[src/rtl/branch_pc_unit.sv]
// Program-counter and branch-resolution unit: picks the next PC from the decoded
// control-flow class and the comparator results, traps misaligned targets, and counts branches.
module branch_pc_unit #(
  parameter logic [31:0] RESET_PC = 32'h0000_0000,
  parameter logic [31:0] TRAP_VEC = 32'h0000_0100
) (
  input  logic        clk,
  input  logic        rst_n,
  input  logic        instr_valid,
  input  logic        stall,
  input  logic        is_branch,
  input  logic        is_jal,
  input  logic        is_jalr,
  input  logic [2:0]  funct3,
  input  logic        BrLT,
  input  logic        BrEQ,
  input  logic [31:0] target,
  output logic        BrUn,
  output logic [31:0] pc,
  output logic [31:0] pc_plus4,
  output logic        taken,
  output logic        trap,
  output logic [31:0] bad_addr,
  output logic [15:0] branch_cnt,
  output logic [15:0] taken_cnt
);

  // state  | meaning
  // S_RUN  | normal retirement; instructions may advance the PC
  // S_TRAP | single cycle after a misaligned redirect; incoming instruction is flushed
  typedef enum logic {S_RUN = 1'b0, S_TRAP = 1'b1} state_e;

  state_e      state_q, state_d;
  logic [31:0] pc_q, pc_d;
  logic [31:0] bad_addr_q, bad_addr_d;
  logic        trap_q, trap_d;
  logic [15:0] branch_cnt_q, branch_cnt_d;
  logic [15:0] taken_cnt_q, taken_cnt_d;

  logic        cond;
  logic        win_branch;
  logic        advance;
  logic        misaligned;
  logic [31:0] eff_target;

  always_ff @(posedge clk or negedge rst_n) begin
    if (!rst_n) begin
      state_q <= S_RUN;
    end else begin
      state_q <= state_d;
    end
  end

  always_comb begin
    state_d = state_q;
    case (state_q)
      S_RUN:   if (advance && misaligned) state_d = S_TRAP;
      S_TRAP:  state_d = S_RUN;
      default: state_d = S_RUN;
    endcase
  end

  always_comb begin
    case (funct3)
      3'b000:  cond = BrEQ;
      3'b001:  cond = !BrEQ;
      3'b100:  cond = BrLT;
      3'b101:  cond = !BrLT;
      3'b110:  cond = BrLT;
      3'b111:  cond = !BrLT;
      default: cond = 1'b0;
    endcase
    BrUn       = funct3[2] & funct3[1];
    win_branch = is_branch & !is_jal & !is_jalr;
    eff_target = is_jalr ? {target[31:1], 1'b0} : target;
    taken      = (state_q == S_RUN) & (is_jalr | is_jal | (is_branch & cond));
    misaligned = taken & (eff_target[1:0] != 2'b00);
    advance    = instr_valid & !stall & (state_q == S_RUN);
  end

  assign pc_plus4 = pc_q + 32'd4;

  // Counters and PC only move on an advancing cycle; the TRAP cycle never advances.
  always_comb begin
    pc_d         = pc_q;
    bad_addr_d   = bad_addr_q;
    trap_d       = 1'b0;
    branch_cnt_d = branch_cnt_q;
    taken_cnt_d  = taken_cnt_q;
    if (advance) begin
      if (misaligned) begin
        pc_d       = TRAP_VEC;
        bad_addr_d = eff_target;
        trap_d     = 1'b1;
      end else if (taken) begin
        pc_d = eff_target;
      end else begin
        pc_d = pc_plus4;
      end
      if (win_branch) begin
        if (branch_cnt_q != 16'hFFFF) branch_cnt_d = branch_cnt_q + 16'd1;
        if (taken && taken_cnt_q != 16'hFFFF) taken_cnt_d = taken_cnt_q + 16'd1;
      end
    end
  end

  always_ff @(posedge clk or negedge rst_n) begin
    if (!rst_n) begin
      pc_q         <= RESET_PC;
      bad_addr_q   <= 32'h0000_0000;
      trap_q       <= 1'b0;
      branch_cnt_q <= 16'h0000;
      taken_cnt_q  <= 16'h0000;
    end else begin
      pc_q         <= pc_d;
      bad_addr_q   <= bad_addr_d;
      trap_q       <= trap_d;
      branch_cnt_q <= branch_cnt_d;
      taken_cnt_q  <= taken_cnt_d;
    end
  end

  assign pc         = pc_q;
  assign bad_addr   = bad_addr_q;
  assign trap       = trap_q;
  assign branch_cnt = branch_cnt_q;
  assign taken_cnt  = taken_cnt_q;

endmodule

[config.mk]
export PLATFORM = sky130hd
export DESIGN_NAME = branch_pc_unit
export DESIGN_NICKNAME = d
export VERILOG_FILES = /design/src/rtl/branch_pc_unit.sv
export SDC_FILE = /design/constraint.sdc
export NUM_CORES = 1
export LEC_CHECK = 0
export ABC_CLOCK_PERIOD_IN_PS = 3900
export BUFFER_PORTS_ARGS = -buffer_cell sky130_fd_sc_hd__buf_2
export CAP_MARGIN = 20
export CORE_UTILIZATION = 45
export CTS_BUF_LIST = sky130_fd_sc_hd__clkbuf_8 sky130_fd_sc_hd__clkbuf_16
export CTS_CLUSTER_SIZE = 25
export DETAILED_ROUTE_END_ITERATION = 8
export PLACE_DENSITY_LB_ADDON = 0.1
export SYNTH_ARGS = -nofsm -noshare
export SYNTH_HDL_FRONTEND = slang
export SYNTH_SLANG_ARGS = --single-unit
[constraint.sdc]
create_clock -name clk -period 3.9 [get_ports clk]
set_input_delay 0.585 -clock clk [delete_from_list [all_inputs] [get_ports clk]]
set_output_delay 0.585 -clock clk [all_outputs]
set_load 0.02 [all_outputs]
Word level (Yosys, flattened, before mapping)
Index checks and enable logic that the tools add are counted.

storage, ports and cells
  bits in read-only memories = 0
  register bits = 98
  latch bits = 0
  memories = 0
  memory bits (writable) = 0

cells by class
  multiplexer cells = 8
  div/mod/pow operators = 0
  equality and inequality tests = 7
  reductions and logical operators = 14
  bitwise gates (word level) = 11
  $lt $le $gt $ge = 0
  multiply operators = 0
  shift operators = 0
  $add $sub $neg = 3

operators by type and width
  kind                   count
  $mux 32                2
  $add 16x1->16 const B  2
  $add 32x3->32 const B  1
  $ne 16x16->1 const B   2
  $eq 3x3->1 const B     4
  $and 1x1->1            8
  $reduce_and 3->1       2
  $logic_not 1->1        5
  $mux 1                 4
  $pmux 1 s4             1
  $reduce_or 2->1        2
  $eq 3x1->1 const B     1
  $logic_not 3->1        1
  $logic_and 1x1->1      2
  $or 1x1->1             2
  $pmux 1 s2             1
  $reduce_and 2->1       1
  $reduce_bool 2->1      1
  $not 1->1              1

Depth between registers and ports, before layout
Gate-level depths: netlist of run 1.

  depth after elaboration = 10
  depth in mapped cells = 8
  gate-level depth less buffers = 8

Worst setup path before layout of run 1
No wires, ideal clock.

  path type = register to output
  start = reg pc_q[9], in the netlist pc[9]
  end = out pc_plus4[21]
  required time = 3.315 ns
  data arrival time = 1.970 ns
  cell stages (with the launch flop) = 7
  buffers on the path = 1
  path slack = 1.345 ns
  cells stage by stage = dfrtp_1 clkbuf_2 nand4_2 or4_4 nor2_4 nand3_2 xnor2_1

on the way
  cells in the longest elaborated chain, start to end = 1

ends and longest elaborated chain
  what                    RTL line  RTL
  start, declared         34        logic [31:0] pc_q, pc_d;
  start signal, assigned  115       pc_q <= pc_d;
  $add 32x3->32           81        assign pc_plus4 = pc_q + 32'd4;
  end, declared           20        output logic [31:0] pc_plus4,

Every way passes these cells.

Worst setup path after layout of run 1
  start = reg pc_q[2], in the netlist pc[2]
  end = out pc_plus4[24]

The elaborated chain is that of the path after synthesis.

==> qor.csv, run 1 <==
stage,metric,value,unit
floorplanning,io_pins,175,
clock_tree,ctsResizeCount,0,
yosys,synth-edff-count,0,
finish,nets,705,
clock_tree,h-tree-depth,3,
drt,wire_per_inst,16.55,um
global_route,grt_max_degree,84,
floorplanning,dieArea,11690,sq um
clock_tree,holdBufCountCts,0,
setup_path,criticalPathCategory,register to primary output,
clock_tree,postCtsSetupBuffers,0,
placement,io_buffers,174,
timing,setup_viol,0,
global_route,grt_antenna_before_repair,1,
yosys,synthCells,487,
setup_path,worstSetupEndpointType,primary output,
clock_tree,clk_pin_slew,0.09,ns
timing,fin_tns_setup,0,ns
finish,syn_to_final_growth,23.54,%
setup_path,r2r_start,pc[2],
status,status,"complete, no violations",
yosys,ys_ff_latch,98,
yosys,ys_async_sr_fraction,100.0,%
clock_tree,numCtsBuffers,9,
clock_tree,cts_tree,built,
global_route,grt_use_total,23.33,%
yosys,syn_nets,534,
drt,ant_nets,0,
drt,vias,4400,
clock_tree,root_buffer,clkbuf_8,
finish,diodes,0,
min_path,worstHoldPathType,primary input to async pin,
timing,hold_viol,0,
clock_tree,cts_buffer_depth,2,
timing,min_period,3.141,ns
drt,wirelength,13.29,mm
setup_path,timing.reg2reg.worst_path_depth,6,
drt,firstDrtPassIters,4,
global_route,grt_pass1_wl,20.95,mm
yosys,ys_warn_count,0,
setup_path,cp.required,3.31,ns
setup_path,r2r_slack,1.58,ns
timing,period_share,80.54,%
placement,hpwlAfterDp,9.773,mm
floorplanning,die_width,108.1,um
placement,gp_congestion,0.8432,
timing,fin_skew,0.009472,ns
yosys,ys_seq_area_share,48.41,%
floorplanning,die_h,108.1,um
setup_path,worstReg2RegEnd,pc[24],
floorplanning,initial_utilization,46.53,%
yosys,synth-main-ff-cell,dfrtp_1,
setup_path,arrival,2.56,ns
drt,route.detailed.drc,0,
clock_tree,cts.sinks,98,
yosys,ys_types,59,
yosys,syn_area_per_cell,10.40,sq um
pwr,peakVddDrop,0.2550,mV
pwr,p_total,0.003040,W
timing,slew_viol_final,0,
timing,rsz0062_at_grt,false,
setup_path,crit_fanout,10,
floorplanning,core-area,10890,sq um
setup_path,start_kind,register,
pwr,power.density,485.7,nW/um^2
pwr,p_leak,3.015,nW
finish,layout-drive-gt1-share,36.95,%
drt,vias_per_cell,5.479,
clock_tree,clk_latency,0.37,ns
floorplanning,rows,38,
drt,drtIter0Drc,162,
timing,worst_pin_slew,0.9542,ns
run,drv_cap,0,
yosys,syn_area,5066,sq um
placement,pre_cts_ws,0.9196,ns
global_route,grt_pass1_vias,4116,
timing,fin_ws,0.7588,ns
global_route,grt_overflow,0,
timing,fmax,318.4,MHz
timing,max_slew_margin,36.15,%
-- worst max-delay path, stage by stage (launching register included) --
cell	delay, ns
dfrtp_1	0.43
ha_1	0.33
and2_1	0.43
nand3_1	0.34
nor2_1	0.31
xor2_1	0.16
buf_2	0.18
-- state kept, by name, summed over array words and instances, names as in the netlist --
register and flops:
bad_addr 32, branch_cnt 16, pc 32, state_q 1, taken_cnt 16, trap 1
-- worst max-delay path by stage --
stage,from,end,slack (ns),depth (start not counted)
global placement,funct3[2],taken,0.98,8
detailed placement,funct3[2],taken,0.92,8
finish,pc[2],pc_plus4[24],0.76,6
CTS,pc[2],pc_plus4[24],0.73,6
global route,pc[2],pc_plus4[24],0.53,6
floorplan,pc[9],pc_plus4[21],1.34,6
-- placed cells by master, fill, tap and decap left out, types with 5 or more instances in the layout --
master,count
o21ai_0,9
xor2_1,16
a22oi_1,9
nand4_1,16
nor2b_1,5
buf_2,173
xnor2_1,41
nand3_1,32
dfrtp_1,98
and3_1,7
nand2_1,60
a21oi_1,18
nor3_1,9
inv_1,10
mux2_2,32
clkbuf_8,9
buf_4,9
nor2_1,32
a31oi_1,8
-- metal layers --
metal  GRT usage [%]  up-vias  share of wire [%]
met5               0        -              0.098
met4           8.611        2                1.9
met3           5.546       20                7.3
met2           37.99      170                 48
met1           30.14     2139                 43
li1                -     2069                  -
-- where the power goes --
| group | leakage (nW) | switching [W] | internal [W] |
|---|---|---|---|
| Clock | 0.116 | 0.000358 | 0.000356 |
| Sequential | 1.24 | 0.000190 | 0.00118 |
| Combinational | 1.66 | 0.000592 | 0.000364 |
| Total | 3.01 | 0.00114 | 0.00190 |
-- logic make-up (layout without fill, tap and decap cells) --
group,after synthesis,in the layout,share of synthesized area (%)
buffers and inverters,32,208,3.779
AND/OR/NAND/NOR,192,192,19.39
AO/OA/AOI/OAI,72,72,10.50
adder cells (fa/ha/maj),3,3,0.7410
flip-flops,98,98,48.41
XOR/XNOR,57,57,9.854
multiplexers,33,33,7.335
-- synth_stat cells, types with 7 or more instances --
| cell type | number | area (sq um) |
|---|---|---|
| dfrtp_1 | 98 | 2452 |
| nand2_1 | 60 | 225.2 |
| xnor2_1 | 41 | 359.1 |
| mux2_2 | 32 | 360.4 |
| nand3_1 | 32 | 160.2 |
| nor2_1 | 32 | 120.1 |
| a21oi_1 | 18 | 90.09 |
| nand4_1 | 16 | 100.1 |
| xor2_1 | 16 | 140.1 |
| a22oi_1 | 9 | 67.56 |
| nor3_1 | 9 | 45.04 |
| o21ai_0 | 9 | 45.04 |
| a31oi_1 | 8 | 50.05 |
| buf_4 | 8 | 60.06 |
| inv_1 | 8 | 30.03 |
| and3_1 | 7 | 43.79 |
-- metrics by stage --
stage | util (%) | cell area [sq um] | instances | hold WS (ns)
2_1_floorplan | - | 5066 | 487 | 0.2894
3_3_place_gp | 55.30 | 6021 | 786 | 0.4678
3_5_place_dp | 55.30 | 6021 | 786 | 0.4780
4_1_cts | 57.23 | 6231 | 802 | 0.4107
5_1_grt | 57.48 | 6259 | 803 | 0.1919
6_report | 57.48 | 6259 | 803 | 0.1763
-- area by class of cell --
cell class	count	area [sq um]
repair buffers	183	960.9
fillers	1004	4629
clock buffers	9	123.9
inverters	9	33.78
clock inverters	7	86.33
flip-flops and latches	98	2452
multi-input cells	357	2426
well taps	140	175.2
No activity file was read; power rests on OpenSTA's default activity.
==> run 2, diff against run 1 <==
Settings changed: ABC_CLOCK_PERIOD_IN_PS 3900 to 2650.
Clock period 3.9 ns to 2.65 ns, I/O delays scaled along.
==> run 2 against run 1 <==
  * Worst hold slack got worse by 0.14 ns
  * Non-clock buffer count is 13 higher
  * Clock skew barely moved
  * Via count about the same
  * Critical endpoint is now pc_plus4[19]
  * Power increased by 47%
  * First-iteration DRC count grew 15%
  * Utilization rose by 1.7 points
  * Design area grew 2.9%
  * Largest power group unchanged
  * Global-route usage is 0.56 points higher
  * Routed wire length increased by 1.9%
  * Sequential power grew 45%
==> qor.csv, run 2 (same netlist as run 1, synthesis figures left out) <==
stage,metric,value,unit
status,status,"complete, no violations",
timing,slew_viol_final,0,
timing,fin_skew,0.009395,ns
finish,nets,718,
floorplanning,io_pins,175,
clock_tree,clk_latency,0.37,ns
timing,hold_viol,0,
floorplanning,initial_utilization,46.53,%
finish,diodes,0,
finish,syn_to_final_growth,27.09,%
drt,drtIter0Drc,187,
setup_path,start_kind,register,
floorplanning,die_width,108.1,um
drt,ant_nets,0,
clock_tree,h-tree-depth,3,
min_path,worstHoldPathType,primary input to async pin,
clock_tree,cts.sinks,98,
finish,final_cell_mix,"buf_2, dfrtp_1, nand2_1",
timing,min_period,2.548,ns
floorplanning,die_h,108.1,um
timing,fin_tns_setup,0,ns
finish,design_area,6439,sq um
setup_path,criticalPathCategory,register to primary output,
global_route,grt_pass1_vias,4255,
setup_path,arrival,2.15,ns
placement,hpwlAfterDp,10.06,mm
drt,firstDrtPassIters,4,
placement,io_buffers,174,
drt,wire_per_inst,16.60,um
pwr,peakVddDrop,0.3309,mV
drt,wirelength,13.54,mm
clock_tree,root_buffer,clkbuf_8,
clock_tree,holdBufCountCts,0,
finish,fillers,978,
setup_path,r2r_start,taken_cnt[4],
timing,max_slew_margin,28.71,%
finish,final_cells,816,
setup_path,worstSetupEndpointType,primary output,
clock_tree,cts_buffer_depth,2,
drt,vias,4404,
timing,setup_viol,0,
pwr,power.density,695.9,nW/um^2
placement,dpl-instance-area,6141,sq um
floorplanning,core-area,10890,sq um
setup_path,crit_fanout,9,
drt,route.detailed.drc,0,
finish,final_common_cell,buf_2,
setup_path,worstReg2RegEnd,taken_cnt[7],
timing,worst_pin_slew,1.065,ns
clock_tree,numCtsBuffers,9,
global_route,grt_use_total,23.90,%
timing,rsz0062_at_grt,true,
setup_path,cp.required,2.25,ns
run,drv_cap,0,
floorplanning,rows,38,
global_route,grt_max_degree,48,
pwr,p_total,0.004481,W
clock_tree,clk_pin_slew,0.10,ns
clock_tree,cts_tree,built,
floorplanning,dieArea,11690,sq um
pwr,p_leak,3.064,nW
placement,dp_cells,797,
global_route,grt_overflow,0,
drt,vias_per_cell,5.397,
global_route,grt_pass1_wl,21.39,mm
placement,gp_congestion,0.7973,
setup_path,timing.reg2reg.worst_path_depth,6,
finish,layout-drive-gt1-share,41.27,%
global_route,grt_antenna_before_repair,0,
timing,period_share,96.15,%
setup_path,r2r_slack,0.50,ns
timing,fmax,392.5,MHz
-- run 2: how the worst max path moves through the flow --
| stage | start | end | slack [ns] | cells past startpoint |
|---|---|---|---|---|
| after floorplan | pc[9] | pc_plus4[21] | 0.28 | 6 |
| after global placement | pc[2] | pc_plus4[20] | 0.33 | 6 |
| after CTS | pc[11] | pc_plus4[19] | 0.03 | 5 |
| after detailed placement | pc[2] | pc_plus4[20] | 0.26 | 6 |
| after global routing | pc[4] | pc_plus4[21] | -0.05 | 7 |
| final | pc[4] | pc_plus4[19] | 0.10 | 6 |
-- run 2: cell type report --
class | instances | area (sq um) | area share [%]
clock buffer | 9 | 123.9 | 1.924
clock inverter | 7 | 70.07 | 1.088
inverter | 9 | 33.78 | 0.5247
multi-input combinational | 357 | 2497 | 38.79
sequential | 98 | 2462 | 38.24
tap | 140 | 175.2 | 2.721
timing repair buffer | 196 | 1076 | 16.71
-- run 2: routing by layer --
layer	global-route usage (%)	up-vias	part of all wire (%)
li1	-	2098	-
met1	30.59	2149	42
met2	39.49	141	49
met3	5.967	16	6.6
met4	7.828	0	1.6
met5	0	-	0
-- run 2: where the power goes --
| part | switching, W | internal, W |
|---|---|---|
| logic | 0.000930 | 0.000583 |
| registers | 0.000244 | 0.00174 |
| clock network | 0.000546 | 0.000435 |
-- run 2: timing repair --
item	CTS	global route
cloned	0	0
resized for setup	10	13
setup endpoints to repair	6	8
pin swaps	0	1
setup buffers	0	3
-- run 2: per-stage QoR --
step / worst slack (ns) / hold slack, ns / utilization [%]
final: 0.1021 / 0.03174 / 59.14
after global routing: -0.05107 / 0.07129 / 59.14
after CTS: 0.02865 / 0.04503 / 58.53
after detailed placement: 0.2560 / 0.4587 / 56.40
after global placement: 0.3262 / 0.4538 / 56.40
after floorplan: 0.2824 / 0.1019 / -
-- run 2: worst max-delay path, cell delays in order (launching register included) --
cell     delay (ns)
dfrtp_2        0.46
nand4_1        0.11
buf_4          0.17
or4_4          0.46
nor2_4         0.15
xor2_1         0.22
buf_2          0.20
==> run 3, diff against run 2 <==
Settings changed: RECOVER_POWER from default to 100, SLEW_MARGIN from default to 10.
==> run 3 against run 2 <==
  * Routed wire length shrank 0.23%
  * Global-route usage is the same
  * Via count increased by 0.32%
  * Flip-flop and latch count stayed put
  * Cell count did not move
  * Count of clock-buffer cells in the layout is the same
  * Worst hold slack better by 0.22 ns
  * Design area shrank 1.5%
  * Combinational power decreased by 3%
  * Maximum frequency shrank 0.10%
  * Power fell by 0.99%
  * Highest routed layer unchanged
==> qor.csv, run 3 (same netlist as run 1, synthesis figures left out) <==
stage,metric,value,unit
finish,layout-drive-gt1-share,31.95,%
clock_tree,cts.sinks,98,
drt,wirelength,13.51,mm
timing,fin_skew,0.01045,ns
placement,io_buffers,174,
setup_path,cp.required,2.25,ns
clock_tree,cts_tree,built,
floorplanning,die_h,108.1,um
timing,period_share,96.25,%
finish,nets,718,
global_route,grt_use_total,23.90,%
timing,hold_viol,0,
drt,firstDrtPassIters,4,
pwr,p_total,0.004436,W
clock_tree,root_buffer,clkbuf_8,
global_route,grt_pass1_vias,4255,
pwr,power.density,699.7,nW/um^2
setup_path,crit_fanout,9,
clock_tree,clk_pin_slew,0.10,ns
finish,final_common_cell,buf_2,
setup_path,criticalPathCategory,register to primary output,
min_path,worstHoldPathType,primary input to async pin,
timing,fmax,392.1,MHz
global_route,grt_pass1_wl,21.39,mm
clock_tree,clk_latency,0.37,ns
drt,ant_nets,0,
drt,vias,4418,
drt,wire_per_inst,16.56,um
timing,max_slew_margin,19.16,%
timing,timing.hold.ws,0.2510,ns
drt,vias_per_cell,5.414,
global_route,grt_overflow,0,
setup_path,worstSetupEndpointType,primary output,
timing,fin_tns_setup,0,ns
clock_tree,h-tree-depth,3,
placement,hpwlAfterDp,10.06,mm
finish,diodes,0,
timing,fin_ws,0.09943,ns
finish,final_cell_mix,"buf_2, dfrtp_1, clkbuf_1",
clock_tree,holdBufCountCts,0,
run,drv_cap,0,
setup_path,r2r_start,taken_cnt[4],
floorplanning,rows,38,
floorplanning,die_width,108.1,um
finish,syn_to_final_growth,25.14,%
global_route,grt_max_degree,48,
status,status,"complete, no violations",
setup_path,start_kind,register,
floorplanning,io_pins,175,
setup_path,arrival,2.15,ns
clock_tree,cts_buffer_depth,2,
clock_tree,numCtsBuffers,9,
pwr,peakVddDrop,0.3132,mV
timing,rsz0062_at_grt,true,
setup_path,crit_start,pc[4],
placement,gp_congestion,0.7973,
timing,setup_viol,0,
global_route,grt_antenna_before_repair,0,
timing,slew_viol_final,0,
floorplanning,dieArea,11690,sq um
pwr,p_leak,2.845,nW
drt,route.detailed.drc,0,
drt,drtIter0Drc,203,
placement,pre_cts_ws,0.2560,ns
timing,worst_pin_slew,1.213,ns
floorplanning,core-area,10890,sq um
timing,min_period,2.551,ns
floorplanning,initial_utilization,46.53,%
[run 3: routing by layer]
metal / track usage [%] / up-vias / wire length, um
met1: 30.59 / 2153 / 5677
met3: 5.967 / 18 / 969
met4: 7.828 / 0 / 248
met5: 0 / - / 0
li1: - / 2097 / -
met2: 39.49 / 150 / 6616
[run 3: layout make-up]
| cell class | count | area [sq um] |
|---|---|---|
| flip-flops and latches | 98 | 2462 |
| repair buffers | 196 | 977.2 |
| clock buffers | 9 | 123.9 |
| multi-input cells | 357 | 2497 |
| clock inverters | 7 | 70.07 |
| fillers | 1000 | 4548 |
| well taps | 140 | 175.2 |
| inverters | 9 | 33.78 |
[run 3: path summary, 6_finish.rpt]
check | slack, ns | to | cells past startpoint
setup / recovery | 0.1 | pc_plus4[19] | 6
hold / removal | 0.25 | bad_addr[12] | 1
setup reg to reg | 0.51 | taken_cnt[7] | 6
hold reg to reg | 0.49 | branch_cnt[13] | 1
max in group asynchronous | 0.81 | pc[14] | 2
min in group clk | 0.25 | pc[28] | 2
[run 3: what timing repair did]
| action | in CTS | in global routing |
|---|---|---|
| gates resized for setup | 10 | 13 |
| setup buffers | 0 | 3 |
| pin swaps | 0 | 1 |
| hold endpoints to repair | 0 | 0 |
| setup endpoints to repair | 6 | 8 |
[run 3: power breakdown]
group	leakage [nW]	switching (W)	internal, W
combinational	1.52	0.000929	0.000536
clock	0.0931	0.000545	0.000435
sequential	1.23	0.000248	0.00174
total	2.84	0.00172	0.00271
[run 3: per-stage QoR]
| stage | instances | area, sq um | utilization [%] |
|---|---|---|---|
| 3_3_place_gp | 797 | 6141 | 56.40 |
| 3_5_place_dp | 797 | 6141 | 56.40 |
| 5_1_grt | 816 | 6340 | 58.23 |
| 4_1_cts | 813 | 6372 | 58.53 |
| 2_1_floorplan | 487 | 5066 | - |
| 6_report | 816 | 6340 | 58.23 |
[run 3: critical path: stages, from the launching register on]
cell and delay, ns:
dfrtp_2 0.46, nand4_1 0.11, buf_4 0.17, or4_4 0.46, nor2_4 0.15, xor2_1 0.22
buf_2 0.20
